### config.mk
export PLATFORM = sky130hd
export DESIGN_NAME = uart_fifo_mmio_flat
export DESIGN_NICKNAME = d
export VERILOG_FILES = /design/src/rtl/uart_pkg.sv /design/src/rtl/uart_fifo_mmio_if.sv /design/src/rtl/uart_sync_fifo.sv /design/src/rtl/uart_fifo_mmio.sv /design/src/flat_wrapper.sv
export SDC_FILE = /design/constraint.sdc
export NUM_CORES = 1
export LEC_CHECK = 0
export ABC_AREA = 1
export CAP_MARGIN = 20
export CORE_UTILIZATION = 55
export CTS_BUF_LIST = sky130_fd_sc_hd__clkbuf_4 sky130_fd_sc_hd__clkbuf_8
export DETAILED_ROUTE_END_ITERATION = 8
export PLACE_DENSITY = 0.84
export SLEW_MARGIN = 40
export SYNTH_ARGS = -nofsm -noshare
export SYNTH_HDL_FRONTEND = slang
export SYNTH_HIERARCHICAL = 1
export SYNTH_SLANG_ARGS = --single-unit
### constraint.sdc
create_clock -name clk -period 4.2 [get_ports clk]
set_input_delay 0.84 -clock clk [delete_from_list [all_inputs] [get_ports clk]]
set_output_delay 0.84 -clock clk [all_outputs]
set_load 0.02 [all_outputs]
### src/rtl/uart_pkg.sv
`default_nettype none
// ============================================================================
//  Module      : uart_pkg
//  Description : Register map, bit indices, parity encodings and FSM state
//                types shared by the memory-mapped FIFO UART.
//  Revision    : 1.0 - initial release
// ============================================================================
package uart_pkg;

  localparam logic [2:0] c_REG_SETUP = 3'd0;
  localparam logic [2:0] c_REG_FLAGS = 3'd1;
  localparam logic [2:0] c_REG_TX    = 3'd2;
  localparam logic [2:0] c_REG_RX    = 3'd3;
  localparam logic [2:0] c_REG_DIV   = 3'd4;

  localparam int c_SETUP_TX_EN    = 0;
  localparam int c_SETUP_RX_EN    = 1;
  localparam int c_SETUP_PAR_LO   = 2;
  localparam int c_SETUP_PAR_HI   = 3;
  localparam int c_SETUP_TWO_STOP = 4;
  localparam int c_SETUP_TX_FLUSH = 5;
  localparam int c_SETUP_RX_FLUSH = 6;
  localparam int c_SETUP_ERR_CLR  = 7;
  localparam int c_SETUP_IRQ_RX   = 8;
  localparam int c_SETUP_IRQ_TX   = 9;

  localparam int c_FLAG_TX_FULL  = 0;
  localparam int c_FLAG_TX_EMPTY = 1;
  localparam int c_FLAG_RX_EMPTY = 2;
  localparam int c_FLAG_RX_FULL  = 3;
  localparam int c_FLAG_PAR_ERR  = 4;
  localparam int c_FLAG_FRM_ERR  = 5;
  localparam int c_FLAG_OVERRUN  = 6;
  localparam int c_FLAG_TX_BUSY  = 7;

  localparam logic [1:0] c_PAR_NONE = 2'b00;
  localparam logic [1:0] c_PAR_EVEN = 2'b01;
  localparam logic [1:0] c_PAR_ODD  = 2'b10;

  localparam logic [15:0] c_DIV_MIN = 16'd4;

  typedef enum logic [2:0] {
    TX_IDLE, TX_START, TX_DATA, TX_PARITY, TX_STOP
  } tx_state_t;

  typedef enum logic [2:0] {
    RX_IDLE, RX_START, RX_DATA, RX_PARITY, RX_STOP
  } rx_state_t;

  function automatic logic parity_enabled(input logic [1:0] mode);
    return (mode == c_PAR_EVEN) || (mode == c_PAR_ODD);
  endfunction

  // Unused upper data bits must be zero so they do not disturb the XOR.
  function automatic logic parity_bit(input logic [1:0] mode, input logic [8:0] data);
    return (^data) ^ (mode == c_PAR_ODD);
  endfunction

endpackage
`default_nettype wire

### src/rtl/uart_fifo_mmio_if.sv
`default_nettype none
// ============================================================================
//  Module      : uart_fifo_mmio_if
//  Description : Single-cycle core data-bus slice seen by the UART peripheral.
//  Revision    : 1.0 - initial release
// ============================================================================
interface uart_fifo_mmio_if;
  logic [31:0] Address;
  logic [31:0] DataIn;
  logic [31:0] DataOut;
  logic        Select;
  logic        Write;

  modport master (output Address, DataIn, Select, Write, input DataOut);
  modport slave  (input Address, DataIn, Select, Write, output DataOut);
endinterface
`default_nettype wire

### src/rtl/uart_sync_fifo.sv
`default_nettype none
// ============================================================================
//  Module      : uart_sync_fifo
//  Description : Synchronous FIFO with flush and occupancy count.
//  Revision    : 1.0 - initial release
// ============================================================================
module uart_sync_fifo #(
  parameter int WIDTH = 8,
  parameter int DEPTH = 16
) (
  input  wire logic                     clk,
  input  wire logic                     rst_n,
  input  wire logic                     i_push,
  input  wire logic                     i_pop,
  input  wire logic                     i_flush,
  input  wire logic [WIDTH-1:0]         i_wdata,
  output logic      [WIDTH-1:0]         o_rdata,
  output logic                          o_full,
  output logic                          o_empty,
  output logic      [$clog2(DEPTH):0]   o_count
);

  localparam int AW = $clog2(DEPTH);
  localparam logic [AW:0] c_FULL = (AW+1)'(DEPTH);

  logic [WIDTH-1:0] r_mem [DEPTH];
  logic [AW-1:0]    r_wr_ptr;
  logic [AW-1:0]    r_rd_ptr;
  logic [AW:0]      r_count;
  logic             w_do_push;
  logic             w_do_pop;

  assign o_full  = (r_count == c_FULL);
  assign o_empty = (r_count == '0);
  assign o_count = r_count;
  assign o_rdata = r_mem[r_rd_ptr];

  // A push into a full FIFO is still accepted when a pop frees a slot that cycle.
  assign w_do_pop  = i_pop & ~o_empty & ~i_flush;
  assign w_do_push = i_push & (~o_full | w_do_pop) & ~i_flush;

  always_ff @(posedge clk) begin
    if (w_do_push) r_mem[r_wr_ptr] <= i_wdata;
  end

  always_ff @(posedge clk or negedge rst_n) begin
    if (!rst_n) begin
      r_wr_ptr <= '0;
      r_rd_ptr <= '0;
      r_count  <= '0;
    end else if (i_flush) begin
      r_wr_ptr <= '0;
      r_rd_ptr <= '0;
      r_count  <= '0;
    end else begin
      if (w_do_push) r_wr_ptr <= r_wr_ptr + 1'b1;
      if (w_do_pop)  r_rd_ptr <= r_rd_ptr + 1'b1;
      case ({w_do_push, w_do_pop})
        2'b10:   r_count <= r_count + 1'b1;
        2'b01:   r_count <= r_count - 1'b1;
        default: r_count <= r_count;
      endcase
    end
  end

endmodule
`default_nettype wire

### src/rtl/uart_fifo_mmio.sv
`default_nettype none
// ============================================================================
//  Module      : uart_fifo_mmio
//  Description : Memory-mapped full-duplex UART with TX/RX FIFOs, parity,
//                configurable stop bits, sticky errors and interrupt.
//  Revision    : 1.0 - initial release
// ============================================================================
module uart_fifo_mmio
  import uart_pkg::*;
#(
  parameter int CLK_FREQ   = 50_000_000,
  parameter int BAUD_RATE  = 9_600,
  parameter int DFLT_DIV   = CLK_FREQ / BAUD_RATE,
  parameter int DATA_BITS  = 8,
  parameter int FIFO_DEPTH = 16
) (
  input  wire logic         clk,
  input  wire logic         rst_n,
  uart_fifo_mmio_if.slave   bus,
  input  wire logic         rx,
  output logic              tx,
  output logic              irq
);

  localparam int CW = $clog2(FIFO_DEPTH);
  localparam logic [15:0] c_DFLT_DIV = 16'(DFLT_DIV);
  localparam logic [3:0]  c_LAST_BIT = 4'(DATA_BITS - 1);

  // Configuration and status registers
  logic        r_tx_en, r_rx_en, r_two_stop, r_irq_rx_en, r_irq_tx_en;
  logic [1:0]  r_parity;
  logic [15:0] r_div;
  logic        r_perr, r_ferr, r_ovr;
  logic [31:0] r_dout;
  logic [31:0] w_rdata;

  logic [2:0]  w_addr;
  logic        w_wr, w_rd, w_setup_wr;
  logic        w_tx_flush, w_rx_flush, w_err_clr, w_tx_push, w_rx_pop;
  logic        w_unused;

  // FIFO interfaces
  logic [DATA_BITS-1:0] w_txf_rdata, w_rxf_rdata;
  logic                 w_txf_full, w_txf_empty, w_rxf_full, w_rxf_empty;
  logic [CW:0]          w_txf_count, w_rxf_count;
  logic                 w_tx_pop, w_rx_push;

  // TX FSM
  tx_state_t            r_tx_state, w_tx_state_nxt;
  logic [15:0]          r_tx_cnt, w_tx_cnt_nxt, r_tx_div, w_tx_div_nxt;
  logic [3:0]           r_tx_bit, w_tx_bit_nxt;
  logic [DATA_BITS-1:0] r_tx_shift, w_tx_shift_nxt;
  logic [1:0]           r_tx_par_mode, w_tx_par_mode_nxt;
  logic                 r_tx_par_bit, w_tx_par_bit_nxt;
  logic                 r_tx_two_stop, w_tx_two_stop_nxt;
  logic                 r_tx, w_tx_nxt;
  logic                 w_tx_bit_done;

  // RX FSM
  logic                 r_rx_s1, r_rx_s2, r_rx_prev;
  rx_state_t            r_rx_state, w_rx_state_nxt;
  logic [15:0]          r_rx_cnt, w_rx_cnt_nxt, r_rx_div, w_rx_div_nxt;
  logic [3:0]           r_rx_bit, w_rx_bit_nxt;
  logic [DATA_BITS-1:0] r_rx_shift, w_rx_shift_nxt;
  logic [1:0]           r_rx_par_mode, w_rx_par_mode_nxt;
  logic                 w_rx_bit_done, w_rx_fall;
  logic                 w_perr_set, w_ferr_set, w_ovr_set;

  assign w_addr     = bus.Address[2:0];
  assign w_wr       = bus.Select & bus.Write;
  assign w_rd       = bus.Select & ~bus.Write;
  assign w_setup_wr = w_wr && (w_addr == c_REG_SETUP);
  assign w_tx_flush = w_setup_wr & bus.DataIn[c_SETUP_TX_FLUSH];
  assign w_rx_flush = w_setup_wr & bus.DataIn[c_SETUP_RX_FLUSH];
  assign w_err_clr  = w_setup_wr & bus.DataIn[c_SETUP_ERR_CLR];
  assign w_tx_push  = w_wr && (w_addr == c_REG_TX);
  assign w_rx_pop   = w_rd && (w_addr == c_REG_RX);
  assign w_unused   = ^{bus.Address[31:3], bus.DataIn[31:16]};

  assign bus.DataOut = r_dout;
  assign tx          = r_tx;
  assign irq = (r_irq_rx_en & ~w_rxf_empty) | (r_irq_tx_en & w_txf_empty)
             | r_perr | r_ferr | r_ovr;

  uart_sync_fifo #(.WIDTH(DATA_BITS), .DEPTH(FIFO_DEPTH)) u_tx_fifo (
    .clk(clk), .rst_n(rst_n), .i_push(w_tx_push), .i_pop(w_tx_pop), .i_flush(w_tx_flush),
    .i_wdata(bus.DataIn[DATA_BITS-1:0]), .o_rdata(w_txf_rdata), .o_full(w_txf_full),
    .o_empty(w_txf_empty), .o_count(w_txf_count)
  );

  uart_sync_fifo #(.WIDTH(DATA_BITS), .DEPTH(FIFO_DEPTH)) u_rx_fifo (
    .clk(clk), .rst_n(rst_n), .i_push(w_rx_push), .i_pop(w_rx_pop), .i_flush(w_rx_flush),
    .i_wdata(r_rx_shift), .o_rdata(w_rxf_rdata), .o_full(w_rxf_full),
    .o_empty(w_rxf_empty), .o_count(w_rxf_count)
  );

  always_comb begin
    w_rdata = '0;
    case (w_addr)
      c_REG_SETUP: w_rdata = {22'd0, r_irq_tx_en, r_irq_rx_en, 3'd0, r_two_stop,
                              r_parity, r_rx_en, r_tx_en};
      c_REG_FLAGS: w_rdata = {8'd0, 8'(w_txf_count), 8'(w_rxf_count),
                              (r_tx_state != TX_IDLE), r_ovr, r_ferr, r_perr,
                              w_rxf_full, w_rxf_empty, w_txf_empty, w_txf_full};
      c_REG_RX:    w_rdata = w_rxf_empty ? 32'd0 : 32'(w_rxf_rdata);
      c_REG_DIV:   w_rdata = {16'd0, r_div};
      default:     w_rdata = '0;
    endcase
  end

  always_ff @(posedge clk or negedge rst_n) begin
    if (!rst_n) begin
      r_tx_en     <= 1'b1;
      r_rx_en     <= 1'b1;
      r_parity    <= c_PAR_NONE;
      r_two_stop  <= 1'b0;
      r_irq_rx_en <= 1'b0;
      r_irq_tx_en <= 1'b0;
      r_div       <= c_DFLT_DIV;
      r_perr      <= 1'b0;
      r_ferr      <= 1'b0;
      r_ovr       <= 1'b0;
      r_dout      <= '0;
    end else begin
      if (w_setup_wr) begin
        r_tx_en     <= bus.DataIn[c_SETUP_TX_EN];
        r_rx_en     <= bus.DataIn[c_SETUP_RX_EN];
        r_parity    <= bus.DataIn[c_SETUP_PAR_HI:c_SETUP_PAR_LO];
        r_two_stop  <= bus.DataIn[c_SETUP_TWO_STOP];
        r_irq_rx_en <= bus.DataIn[c_SETUP_IRQ_RX];
        r_irq_tx_en <= bus.DataIn[c_SETUP_IRQ_TX];
      end
      if (w_wr && (w_addr == c_REG_DIV))
        r_div <= (bus.DataIn[15:0] < c_DIV_MIN) ? c_DIV_MIN : bus.DataIn[15:0];
      // A new error in the same cycle as err_clr must survive
      r_perr <= w_perr_set | (r_perr & ~w_err_clr);
      r_ferr <= w_ferr_set | (r_ferr & ~w_err_clr);
      r_ovr  <= w_ovr_set  | (r_ovr  & ~w_err_clr);
      if (w_rd) r_dout <= w_rdata;
    end
  end

  assign w_tx_bit_done = (r_tx_cnt == r_tx_div - 16'd1);

  always_comb begin
    w_tx_state_nxt    = r_tx_state;
    w_tx_cnt_nxt      = r_tx_cnt + 16'd1;
    w_tx_div_nxt      = r_tx_div;
    w_tx_bit_nxt      = r_tx_bit;
    w_tx_shift_nxt    = r_tx_shift;
    w_tx_par_mode_nxt = r_tx_par_mode;
    w_tx_par_bit_nxt  = r_tx_par_bit;
    w_tx_two_stop_nxt = r_tx_two_stop;
    w_tx_nxt          = r_tx;
    w_tx_pop          = 1'b0;
    case (r_tx_state)
      TX_IDLE: begin
        w_tx_cnt_nxt = '0;
        w_tx_nxt     = 1'b1;
        if (r_tx_en && !w_txf_empty) begin
          w_tx_state_nxt    = TX_START;
          w_tx_pop          = 1'b1;
          w_tx_shift_nxt    = w_txf_rdata;
          w_tx_div_nxt      = r_div;
          w_tx_par_mode_nxt = r_parity;
          w_tx_par_bit_nxt  = parity_bit(r_parity, 9'(w_txf_rdata));
          w_tx_two_stop_nxt = r_two_stop;
          w_tx_nxt          = 1'b0;
        end
      end
      TX_START: if (w_tx_bit_done) begin
        w_tx_state_nxt = TX_DATA;
        w_tx_cnt_nxt   = '0;
        w_tx_bit_nxt   = '0;
        w_tx_nxt       = r_tx_shift[0];
      end
      TX_DATA: if (w_tx_bit_done) begin
        w_tx_cnt_nxt = '0;
        if (r_tx_bit == c_LAST_BIT) begin
          w_tx_bit_nxt = '0;
          if (parity_enabled(r_tx_par_mode)) begin
            w_tx_state_nxt = TX_PARITY;
            w_tx_nxt       = r_tx_par_bit;
          end else begin
            w_tx_state_nxt = TX_STOP;
            w_tx_nxt       = 1'b1;
          end
        end else begin
          w_tx_bit_nxt   = r_tx_bit + 4'd1;
          w_tx_shift_nxt = r_tx_shift >> 1;
          w_tx_nxt       = r_tx_shift[1];
        end
      end
      TX_PARITY: if (w_tx_bit_done) begin
        w_tx_state_nxt = TX_STOP;
        w_tx_cnt_nxt   = '0;
        w_tx_bit_nxt   = '0;
        w_tx_nxt       = 1'b1;
      end
      TX_STOP: if (w_tx_bit_done) begin
        w_tx_cnt_nxt = '0;
        if (r_tx_two_stop && (r_tx_bit == 4'd0)) w_tx_bit_nxt = 4'd1;
        else w_tx_state_nxt = TX_IDLE;
      end
      default: w_tx_state_nxt = TX_IDLE;
    endcase
  end

  always_ff @(posedge clk or negedge rst_n) begin
    if (!rst_n) begin
      r_tx_state    <= TX_IDLE;
      r_tx_cnt      <= '0;
      r_tx_div      <= c_DFLT_DIV;
      r_tx_bit      <= '0;
      r_tx_shift    <= '0;
      r_tx_par_mode <= c_PAR_NONE;
      r_tx_par_bit  <= 1'b0;
      r_tx_two_stop <= 1'b0;
      r_tx          <= 1'b1;
    end else begin
      r_tx_state    <= w_tx_state_nxt;
      r_tx_cnt      <= w_tx_cnt_nxt;
      r_tx_div      <= w_tx_div_nxt;
      r_tx_bit      <= w_tx_bit_nxt;
      r_tx_shift    <= w_tx_shift_nxt;
      r_tx_par_mode <= w_tx_par_mode_nxt;
      r_tx_par_bit  <= w_tx_par_bit_nxt;
      r_tx_two_stop <= w_tx_two_stop_nxt;
      r_tx          <= w_tx_nxt;
    end
  end

  assign w_rx_fall     = r_rx_prev & ~r_rx_s2;
  assign w_rx_bit_done = (r_rx_cnt == r_rx_div - 16'd1);
  assign w_ovr_set     = w_rx_push & w_rxf_full & ~w_rx_pop;

  always_comb begin
    w_rx_state_nxt    = r_rx_state;
    w_rx_cnt_nxt      = r_rx_cnt + 16'd1;
    w_rx_div_nxt      = r_rx_div;
    w_rx_bit_nxt      = r_rx_bit;
    w_rx_shift_nxt    = r_rx_shift;
    w_rx_par_mode_nxt = r_rx_par_mode;
    w_rx_push         = 1'b0;
    w_perr_set        = 1'b0;
    w_ferr_set        = 1'b0;
    case (r_rx_state)
      RX_IDLE: begin
        w_rx_cnt_nxt = '0;
        if (r_rx_en && w_rx_fall) begin
          w_rx_state_nxt    = RX_START;
          w_rx_div_nxt      = r_div;
          w_rx_par_mode_nxt = r_parity;
        end
      end
      // Mid-start-bit check; a line back high means the edge was a glitch
      RX_START: if (r_rx_cnt == (r_rx_div >> 1)) begin
        w_rx_cnt_nxt   = '0;
        w_rx_bit_nxt   = '0;
        w_rx_state_nxt = r_rx_s2 ? RX_IDLE : RX_DATA;
      end
      RX_DATA: if (w_rx_bit_done) begin
        w_rx_cnt_nxt   = '0;
        w_rx_shift_nxt = {r_rx_s2, r_rx_shift[DATA_BITS-1:1]};
        if (r_rx_bit == c_LAST_BIT)
          w_rx_state_nxt = parity_enabled(r_rx_par_mode) ? RX_PARITY : RX_STOP;
        else
          w_rx_bit_nxt = r_rx_bit + 4'd1;
      end
      RX_PARITY: if (w_rx_bit_done) begin
        w_rx_cnt_nxt   = '0;
        w_perr_set     = (r_rx_s2 != parity_bit(r_rx_par_mode, 9'(r_rx_shift)));
        w_rx_state_nxt = RX_STOP;
      end
      RX_STOP: if (w_rx_bit_done) begin
        w_rx_cnt_nxt   = '0;
        w_rx_state_nxt = RX_IDLE;
        w_rx_push      = r_rx_s2;
        w_ferr_set     = ~r_rx_s2;
      end
      default: w_rx_state_nxt = RX_IDLE;
    endcase
  end

  always_ff @(posedge clk or negedge rst_n) begin
    if (!rst_n) begin
      r_rx_s1       <= 1'b1;
      r_rx_s2       <= 1'b1;
      r_rx_prev     <= 1'b1;
      r_rx_state    <= RX_IDLE;
      r_rx_cnt      <= '0;
      r_rx_div      <= c_DFLT_DIV;
      r_rx_bit      <= '0;
      r_rx_shift    <= '0;
      r_rx_par_mode <= c_PAR_NONE;
    end else begin
      r_rx_s1       <= rx;
      r_rx_s2       <= r_rx_s1;
      r_rx_prev     <= r_rx_s2;
      r_rx_state    <= w_rx_state_nxt;
      r_rx_cnt      <= w_rx_cnt_nxt;
      r_rx_div      <= w_rx_div_nxt;
      r_rx_bit      <= w_rx_bit_nxt;
      r_rx_shift    <= w_rx_shift_nxt;
      r_rx_par_mode <= w_rx_par_mode_nxt;
    end
  end

endmodule
`default_nettype wire

### src/flat_wrapper.sv
// flat-port wrapper written by rule: the top's interface ports become plain ports
module uart_fifo_mmio_flat import uart_pkg::*;
#(
  parameter int CLK_FREQ   = 50_000_000,
  parameter int BAUD_RATE  = 9_600,
  parameter int DFLT_DIV   = CLK_FREQ / BAUD_RATE,
  parameter int DATA_BITS  = 8,
  parameter int FIFO_DEPTH = 16
)
  (clk, rst_n, rx, tx, irq, bus_Address, bus_DataIn, bus_Select, bus_Write, bus_DataOut);
  uart_fifo_mmio_if bus_i ();
  input  wire logic clk;
  input  wire logic rst_n;
  input  wire logic rx;
  output logic tx;
  output logic irq;
  input wire logic [$bits(bus_i.Address)-1:0] bus_Address;
  input wire logic [$bits(bus_i.DataIn)-1:0] bus_DataIn;
  input wire logic [$bits(bus_i.Select)-1:0] bus_Select;
  input wire logic [$bits(bus_i.Write)-1:0] bus_Write;
  output wire logic [$bits(bus_i.DataOut)-1:0] bus_DataOut;
  assign bus_i.Address = bus_Address;
  assign bus_i.DataIn = bus_DataIn;
  assign bus_i.Select = bus_Select;
  assign bus_i.Write = bus_Write;
  assign bus_DataOut = bus_i.DataOut;
  uart_fifo_mmio #(.CLK_FREQ(CLK_FREQ), .BAUD_RATE(BAUD_RATE), .DFLT_DIV(DFLT_DIV), .DATA_BITS(DATA_BITS), .FIFO_DEPTH(FIFO_DEPTH)) u_core (.clk(clk), .rst_n(rst_n), .bus(bus_i), .rx(rx), .tx(tx), .irq(irq));
endmodule
After elaboration in Yosys (flattened, before gate mapping) --
Memory sizes are Yosys's and may differ from the RTL's. Index checks and enable logic that the tools add are counted.
Operators by class: add/sub/neg operators 14, magnitude comparators 1, equality and inequality tests 46, muxes and demuxes 71, bitwise gates (word level) 42, reduce and logical (&&, ||, !) cells 41
Operators with widths (number):
- $pmux W32 S4 | 1
- $mux W16 | 4
- $mux W4 | 16
- $pmux W16 S3 | 1
- $mux W3 | 15
- $add A16 B1 Y16 const B | 2
- $eq A16 B16 Y1 | 2
- $mux W8 | 4
- $pmux W16 S2 | 1
- $sub A16 B1 Y16 const B | 2
- $pmux W3 S5 | 2
- $ne A2 B1 Y1 const B | 14
- $add A4 B1 Y4 const B | 6
- $and A1 B1 Y1 | 21
- $pmux W5 S2 | 2
- $eq A3 B2 Y1 const B | 6
- $mux W1 | 18
- $reduce_xor A9 Y1 | 2
- $eq A16 B15 Y1 | 1
- $lt A16 B3 Y1 const B | 1
- $pmux W8 S2 | 1
- $pmux W4 S3 | 1
- $reduce_and A4 Y1 | 3
- $reduce_bool A2 Y1 | 6
- other kinds (32) | 83
Storage, ports and cells: flip-flop bits (word level) 188, memory bits (writable) 256, input bits 69, output and inout bits 34, logic and storage cells 252, memories 2
Memory list:
- u_core.u_rx_fifo.r_mem | words 16, width 8, read ports 1, clocked after memory_dff 0, wr ports 1, RTL line uart_sync_fifo.sv:26 | logic [WIDTH-1:0] r_mem [DEPTH];
- u_core.u_tx_fifo.r_mem | words 16, width 8, read ports 1, clocked after memory_dff 0, wr ports 1, RTL line uart_sync_fifo.sv:26

Depth between registers and ports, before layout --
depth in word-level cells 13, mapped depth 25, depth with buffers taken out 25

By module --
The synthesis kept the hierarchy.
By module, submodules not included:
- uart_fifo_mmio | instances 1, cells an instance 1152, area each 8674.6 sq um, sequential area each 3804.9 sq um
- uart_sync_fifo (u_core.u_rx_fifo) | instances 1, cells an instance 527, area each 6039.5 sq um, sequential area each 4169.0 sq um
- uart_sync_fifo (u_core.u_tx_fifo) | instances 1, cells an instance 524, area each 6023.3 sq um, sequential area each 4169.0 sq um

Worst setup path after synthesis --
Ideal clock, no wire load.
path type input-to-reg, start in bus_Address[1], end reg u_core.u_rx_fifo.r_count[4], in the netlist u_core/u_rx_fifo/o_count[4], library setup time 116 ps, data arrival time 3081 ps, data required time 4084 ps, slack 1002 ps, stages 20, buffers on the path 1, cells stage by stage nor2_1 -> inv_1 -> nor2_1 -> inv_1 -> nor2_1 -> inv_1 -> nor2_1 -> inv_2 -> buf_4 -> nand4_1 -> inv_1 -> ha_1 -> a21oi_1 -> nand3_1 -> nand2_1 -> inv_1 -> nand2_1 -> nand2_1 -> nand2_1 -> nand2_1
Between the ends: word-level cells in the longest chain between the ends 11, elaborated cells on any way between the ends 16, those cells by class eq/ne: 3; mux: 2; bitwise: 7; reduce/logical: 4
RTL lines:
- from (decl) | RTL line flat_wrapper.sv:17 | input wire logic [$bits(bus_i.Address)-1:0] bus_Address;
- $logic_not A3 Y1 * | RTL line uart_fifo_mmio.sv:72 | assign w_setup_wr = w_wr && (w_addr == c_REG_SETUP);
- $logic_and A1 B1 Y1 * | RTL line uart_fifo_mmio.sv:72
- $and A1 B1 Y1 * | RTL line uart_fifo_mmio.sv:74 | assign w_rx_flush = w_setup_wr & bus.DataIn[c_SETUP_RX_FLUSH];
- via u_core.w_rx_flush | RTL line uart_fifo_mmio.sv:39 | logic w_tx_flush, w_rx_flush, w_err_clr, w_tx_push, w_rx_pop;
- $not A1 Y1 | RTL line uart_sync_fifo.sv:39, uart_sync_fifo.sv:40
- $and A1 B1 Y1 | RTL line uart_sync_fifo.sv:39 | assign w_do_pop = i_pop & ~o_empty & ~i_flush;
- $or A1 B1 Y1 | RTL line uart_sync_fifo.sv:40 | assign w_do_push = i_push & (~o_full | w_do_pop) & ~i_flush;
- $and A1 B1 Y1 (2 in series) | RTL line uart_sync_fifo.sv:40
- $eq A2 B1 Y1 or $eq A2 B2 Y1 (tied branches) | RTL line uart_sync_fifo.sv:58 | case ({w_do_push, w_do_pop})
- $pmux W5 S2 | RTL line uart_sync_fifo.sv:58
- $mux W5 | RTL line uart_sync_fifo.sv:51 | end else if (i_flush) begin
- to (signal assigned) | RTL line uart_sync_fifo.sv:59 | 2'b10: r_count <= r_count + 1'b1;
- to (signal assigned) | RTL line uart_sync_fifo.sv:60 | 2'b01: r_count <= r_count - 1'b1;
- to (signal assigned) | RTL line uart_sync_fifo.sv:61 | default: r_count <= r_count;
- to (decl) | RTL line uart_sync_fifo.sv:29 | logic [AW:0] r_count;
The timed path passes the listed nets; every way through them passes the cells marked *. A chain may end at the register's enable or synchronous reset.

Final worst setup path --
start reg u_core.r_rx_div[1], end mem u_core.u_rx_fifo.r_mem[13][2], enable pin
Between the ends: word-level cells in the longest chain between the ends 8
RTL lines:
- from (decl) | RTL line uart_fifo_mmio.sv:62 | logic [15:0] r_rx_cnt, w_rx_cnt_nxt, r_rx_div, w_rx_div_nxt;
- from (signal assigned) | RTL line uart_fifo_mmio.sv:292 | r_rx_div <= c_DFLT_DIV;
- from (signal assigned) | RTL line uart_fifo_mmio.sv:302 | r_rx_div <= w_rx_div_nxt;
- $sub A16 B1 Y16 | RTL line uart_fifo_mmio.sv:234 | assign w_rx_bit_done = (r_rx_cnt == r_rx_div - 16'd1);
- $eq A16 B16 Y1 | RTL line uart_fifo_mmio.sv:234
- $mux W1 | RTL line uart_fifo_mmio.sv:275 | RX_STOP: if (w_rx_bit_done) begin
- $mux W1 | RTL line uart_fifo_mmio.sv:247 | case (r_rx_state)
- via u_core.w_rx_push | RTL line uart_fifo_mmio.sv:46 | logic w_tx_pop, w_rx_push;
- $and A1 B1 Y1 (2 in series) | RTL line uart_sync_fifo.sv:40
- $mux W1 | RTL line uart_sync_fifo.sv:43 | if (w_do_push) r_mem[r_wr_ptr] <= i_wdata;
- $mux W1 (not written as such) | RTL line uart_sync_fifo.sv:43
- to (decl) | RTL line uart_sync_fifo.sv:26
The timed path passes the listed nets, and every way through them passes these cells.

==> flow_results.org <==
** CTS
- The later pin in the worst-skew pair is clocked with a latency of 620 ps.
- Once the clock tree was built, the resizer swapped 0 gates to a different size.
- After clock tree synthesis, the setup repair step added 0 buffers.
- In this run the deepest clock path goes through 3 buffers.
- The H-tree was split into 3 levels.
- Counting the buffers created by CTS gives 71.
- Buffer cell driving the clock tree root :: clkbuf_8
- TritonCTS clock tree :: built
- After clock tree synthesis, the flow added hold-fix buffers numbering 0.
- After clock tree synthesis, the clock-pin slew on the worst setup and hold paths is roughly 60 ps.
- Clk sinks :: 433

** Synthesis
- Fraction of registers with async set or reset after synthesis :: 0.409
- The synthesized design contains roughly 260 enable-type register cells.
- Most area-hungry cell type in the Yosys netlist :: edfxtp_1
- Synthesis inferred around 430 register bits.
- Most numerous cell in the Yosys netlist :: nand2_1
- Instance count of the mapped netlist :: between 2000 and 2500
- For this run, the register share of the synthesized area comes to 0.586.
- The share of synthesized area in the top cell type comes to 0.371.
- The average instance in the mapped netlist occupies 9.41 um^2.
- After synthesis, the cell types taking the most area are edfxtp_1 37%, dfrtp_1 19%, nand2_1 11%.
- Commonest cells post-synth :: 595 x nand2_1, 256 x edfxtp_1, 250 x nor2_1, 167 x inv_1, 156 x dfrtp_1
- Number of library cell types mapped by synthesis :: 52
- The most used flip-flop cell after synthesis is edfxtp_1.
- Synth Cell Area :: around 21000 um^2
- For this run, the number of Yosys warnings is 6.

** Global routing
- Global-route met1 utilization :: 0.327
- In this run the most used layer during global routing was met2.
- In the global route stage, met3 resource usage came out at 0.0433.
- Largest net degree at the start of global routing :: 80
- In the global route stage, met2 resource usage came out at 0.411.
- In the global route stage, overall resource usage came out at 0.253.
- Antenna violations before repair :: 0
- Grt total ovfl :: 0
- The first global-routing pass estimated about 77 mm of wire.
- Via count of the first global-routing pass :: 15400

** Floorplanning
- The floorplan step defined a die boundary enclosing slightly below 40000 um^2.
- The die is 196 um tall.
- The floorplan has 70 rows.
- In this run the standard cell core region covers between 30000 and 40000 um^2.
- The die is 196 um wide.
- Pin placement for this block handled roughly 100 I/O pins.
- Effective utilization at floorplan :: 0.562

** Pwr
- For this design the ratio of total power to cell area is 621 nW/um^2.
- Summed over all cells, the static leakage comes to approximately 9.8 nW.
- Largest voltage drop on the vdd net :: between 400 and 500 uV

** Timing
- The number of failing hold endpoints at the final stage came to 0.
- For this run, the top clock speed supported by timing is roughly 260 MHz.
- Worst slew pin tran :: about 790 ps
- Final worst path period share :: 0.905
- Adding up every negative setup slack in the final design gives 0 ps.
- The count of final max-slew check failures was 0.
- Setup violations remaining at the end of the flow were counted as 0.
- Final Skew :: around 37 ps
- Unrepaired setup endpoints after global routing :: false
- After layout, the minimum clock period comes to ~3800 ps.
- Worst slew margin :: 0.472

** Detailed routing
- Initial DRC count :: 1541
- First-pass DRT Iterations :: 5
- Detailed-route via count :: between 15000 and 20000
- Routed WL :: 47.8 mm
- Dividing the detail-routed via count by the number of cells gives approximately 5.5.
- DR WL/cell :: 16.8 um
- Count of unresolved DRC violations after routing :: 0
- DRT antenna net count :: 0

** Layout
- Layout Area Growth over Synthesis :: 12.0%
- Fraction of layout instances using a drive strength above 1 :: 0.104
- Number of nets at the end of the flow :: between 2000 and 2500
- Post-route core utilization :: 0.630
- Diode count :: 0

** Job
- Max-cap violations in this run came to 0.

** Placement
- Final HPWL DP :: 32.3 mm
- Input/output buffers :: 46
- Placer Congestion :: about 0.9

** Outcome
- The run finished with clean final reports.

** Worst setup path
- Sort of element at the end of the critical path :: flip-flop
- The worst setup path is of the reg -> reg kind.
- Data arrival, critical path :: around 4000 ps
- Required time reported for the critical path endpoint :: ~4400 ps
- Kind of start point of the critical path :: flip-flop
- Of all nets on the critical path, the largest fanout is 9.

** Min path
- The path class of the tightest hold or removal check is in -> async.
==> cells by family after synthesis <==
logic type / synth area share
AO/OA/AOI/OAI: 0.0775
XOR/XNOR: 0.0372
adder cells (fa/ha/maj): 0.0164
buffers and inverters: 0.0577
flip-flops: 0.586
multiplexers: 0.00290
other: 0.000181
AND/OR/NAND/NOR: 0.223
==> final cells by class <==
type                    instances  area, um^2
clock inverters                21         186
fillers                      2829       13700
flip-flops and latches        433       12100
repair buffers                 90         795
clock buffers                 106        1320
inverters                     183         692
multi-input cells            1512        7450
well taps                     504         631
==> report_power, final <==
part | switching [W] | leakage [nW] | internal (W)
combinational | 0.00325 | 4.43 | 0.00165
sequential | 0.000645 | 4.60 | 0.00503
clock | 0.00164 | 0.795 | 0.00220
==> metrics by stage <==
stage	worst slack, ps	power [W]	cell area (um^2)	hold WS, ps	instances
3_5_place_dp	409	0.0105	21700	347	2722
3_3_place_gp	414	0.0103	21700	346	2722
6_report	398	0.0144	23200	238	2849
5_1_grt	85.2	0.0153	23200	273	2849
4_1_cts	391	0.0144	23200	247	2849
2_1_floorplan	1000	0.00935	20800	345	2213
==> routing by layer <==
metal	wire, um	vias to the layer above
met5	0	-
met4	2290	0
met3	3330	149
met2	22600	634
met1	19600	7449
li1	-	7503
==> critical path, stage by stage (launching register included) <==
cell     delay [ps]
dfrtp_1         410
inv_1           130
ha_1            250
nand2_1         110
nor2_1          110
nand2_1         100
nand2_1          90
nand2_1          50
nand2_1          70
nand3_1          70
nor4_1          220
nand3_1         170
nor3_1          470
nand4_2         220
nand2_2         190
nand2_2         150
nor2_1          600
==> sequential cells by signal, indices dropped and copies added (netlist names), 3 cells and up <==
| register | flops |
|---|---|
| u_core/r_rx_div | 16 |
| u_core/r_tx_shift | 8 |
| u_core/r_div | 16 |
| u_core/r_tx_state | 3 |
| u_core/u_tx_fifo/r_rd_ptr | 4 |
| u_core/u_tx_fifo/r_wr_ptr | 4 |
| u_core/r_rx_state | 3 |
| u_core/r_tx_cnt | 16 |
| u_core/bus.DataOut | 21 |
| u_core/u_rx_fifo/r_rd_ptr | 4 |
| u_core/u_rx_fifo/o_count | 5 |
| u_core/r_tx_bit | 4 |
| u_core/r_rx_bit | 4 |
| u_core/r_rx_cnt | 16 |
| u_core/r_rx_shift | 8 |
| u_core/u_tx_fifo/o_count | 5 |
| u_core/u_rx_fifo/r_wr_ptr | 4 |
| u_core/u_rx_fifo/r_mem | 128 |
| u_core/r_tx_div | 16 |
| u_core/u_tx_fifo/r_mem | 128 |
==> final timing paths <==
path / start / to / slack [ps] / cells past startpoint
worst min register to register: u_core/r_rx_s1 / u_core/r_rx_s2 / 350 / 0
worst max-delay path: u_core/r_rx_div[1] / u_core/u_rx_fifo/r_mem[13][2] / 400 / 16
worst min-delay path: rst_n / u_core/r_tx_cnt[13] / 240 / 1
min in group clk: u_core/r_rx_s1 / u_core/r_rx_s2 / 350 / 0
worst max register to register: u_core/r_rx_div[1] / u_core/u_rx_fifo/r_mem[13][2] / 400 / 16
max in group asynchronous: rst_n / u_core/r_rx_prev / 3010 / 2
==> placed cells by master (no fill, tap or decap), types with 6 or more instances in the layout <==
cell type / n
clkbuf_8: 85
dfstp_2: 21
xor2_1: 51
inv_1: 167
nand3_1: 133
dfrtp_1: 154
ha_1: 24
a31oi_1: 17
inv_2: 11
nor2_1: 248
mux2i_1: 6
o211ai_1: 26
nor2_2: 9
nand2_1: 594
nand3b_1: 10
a21oi_1: 27
o21ai_1: 40
nor3_1: 15
clkinv_2: 8
xnor2_1: 37
buf_4: 44
nand2_2: 15
o21ai_0: 152
clkdlybuf4s50_1: 45
conb_1: 11
clkbuf_4: 22
nand4_1: 45
edfxtp_1: 256
clkinv_1: 9
No activity file was read; power rests on OpenSTA's default activity.
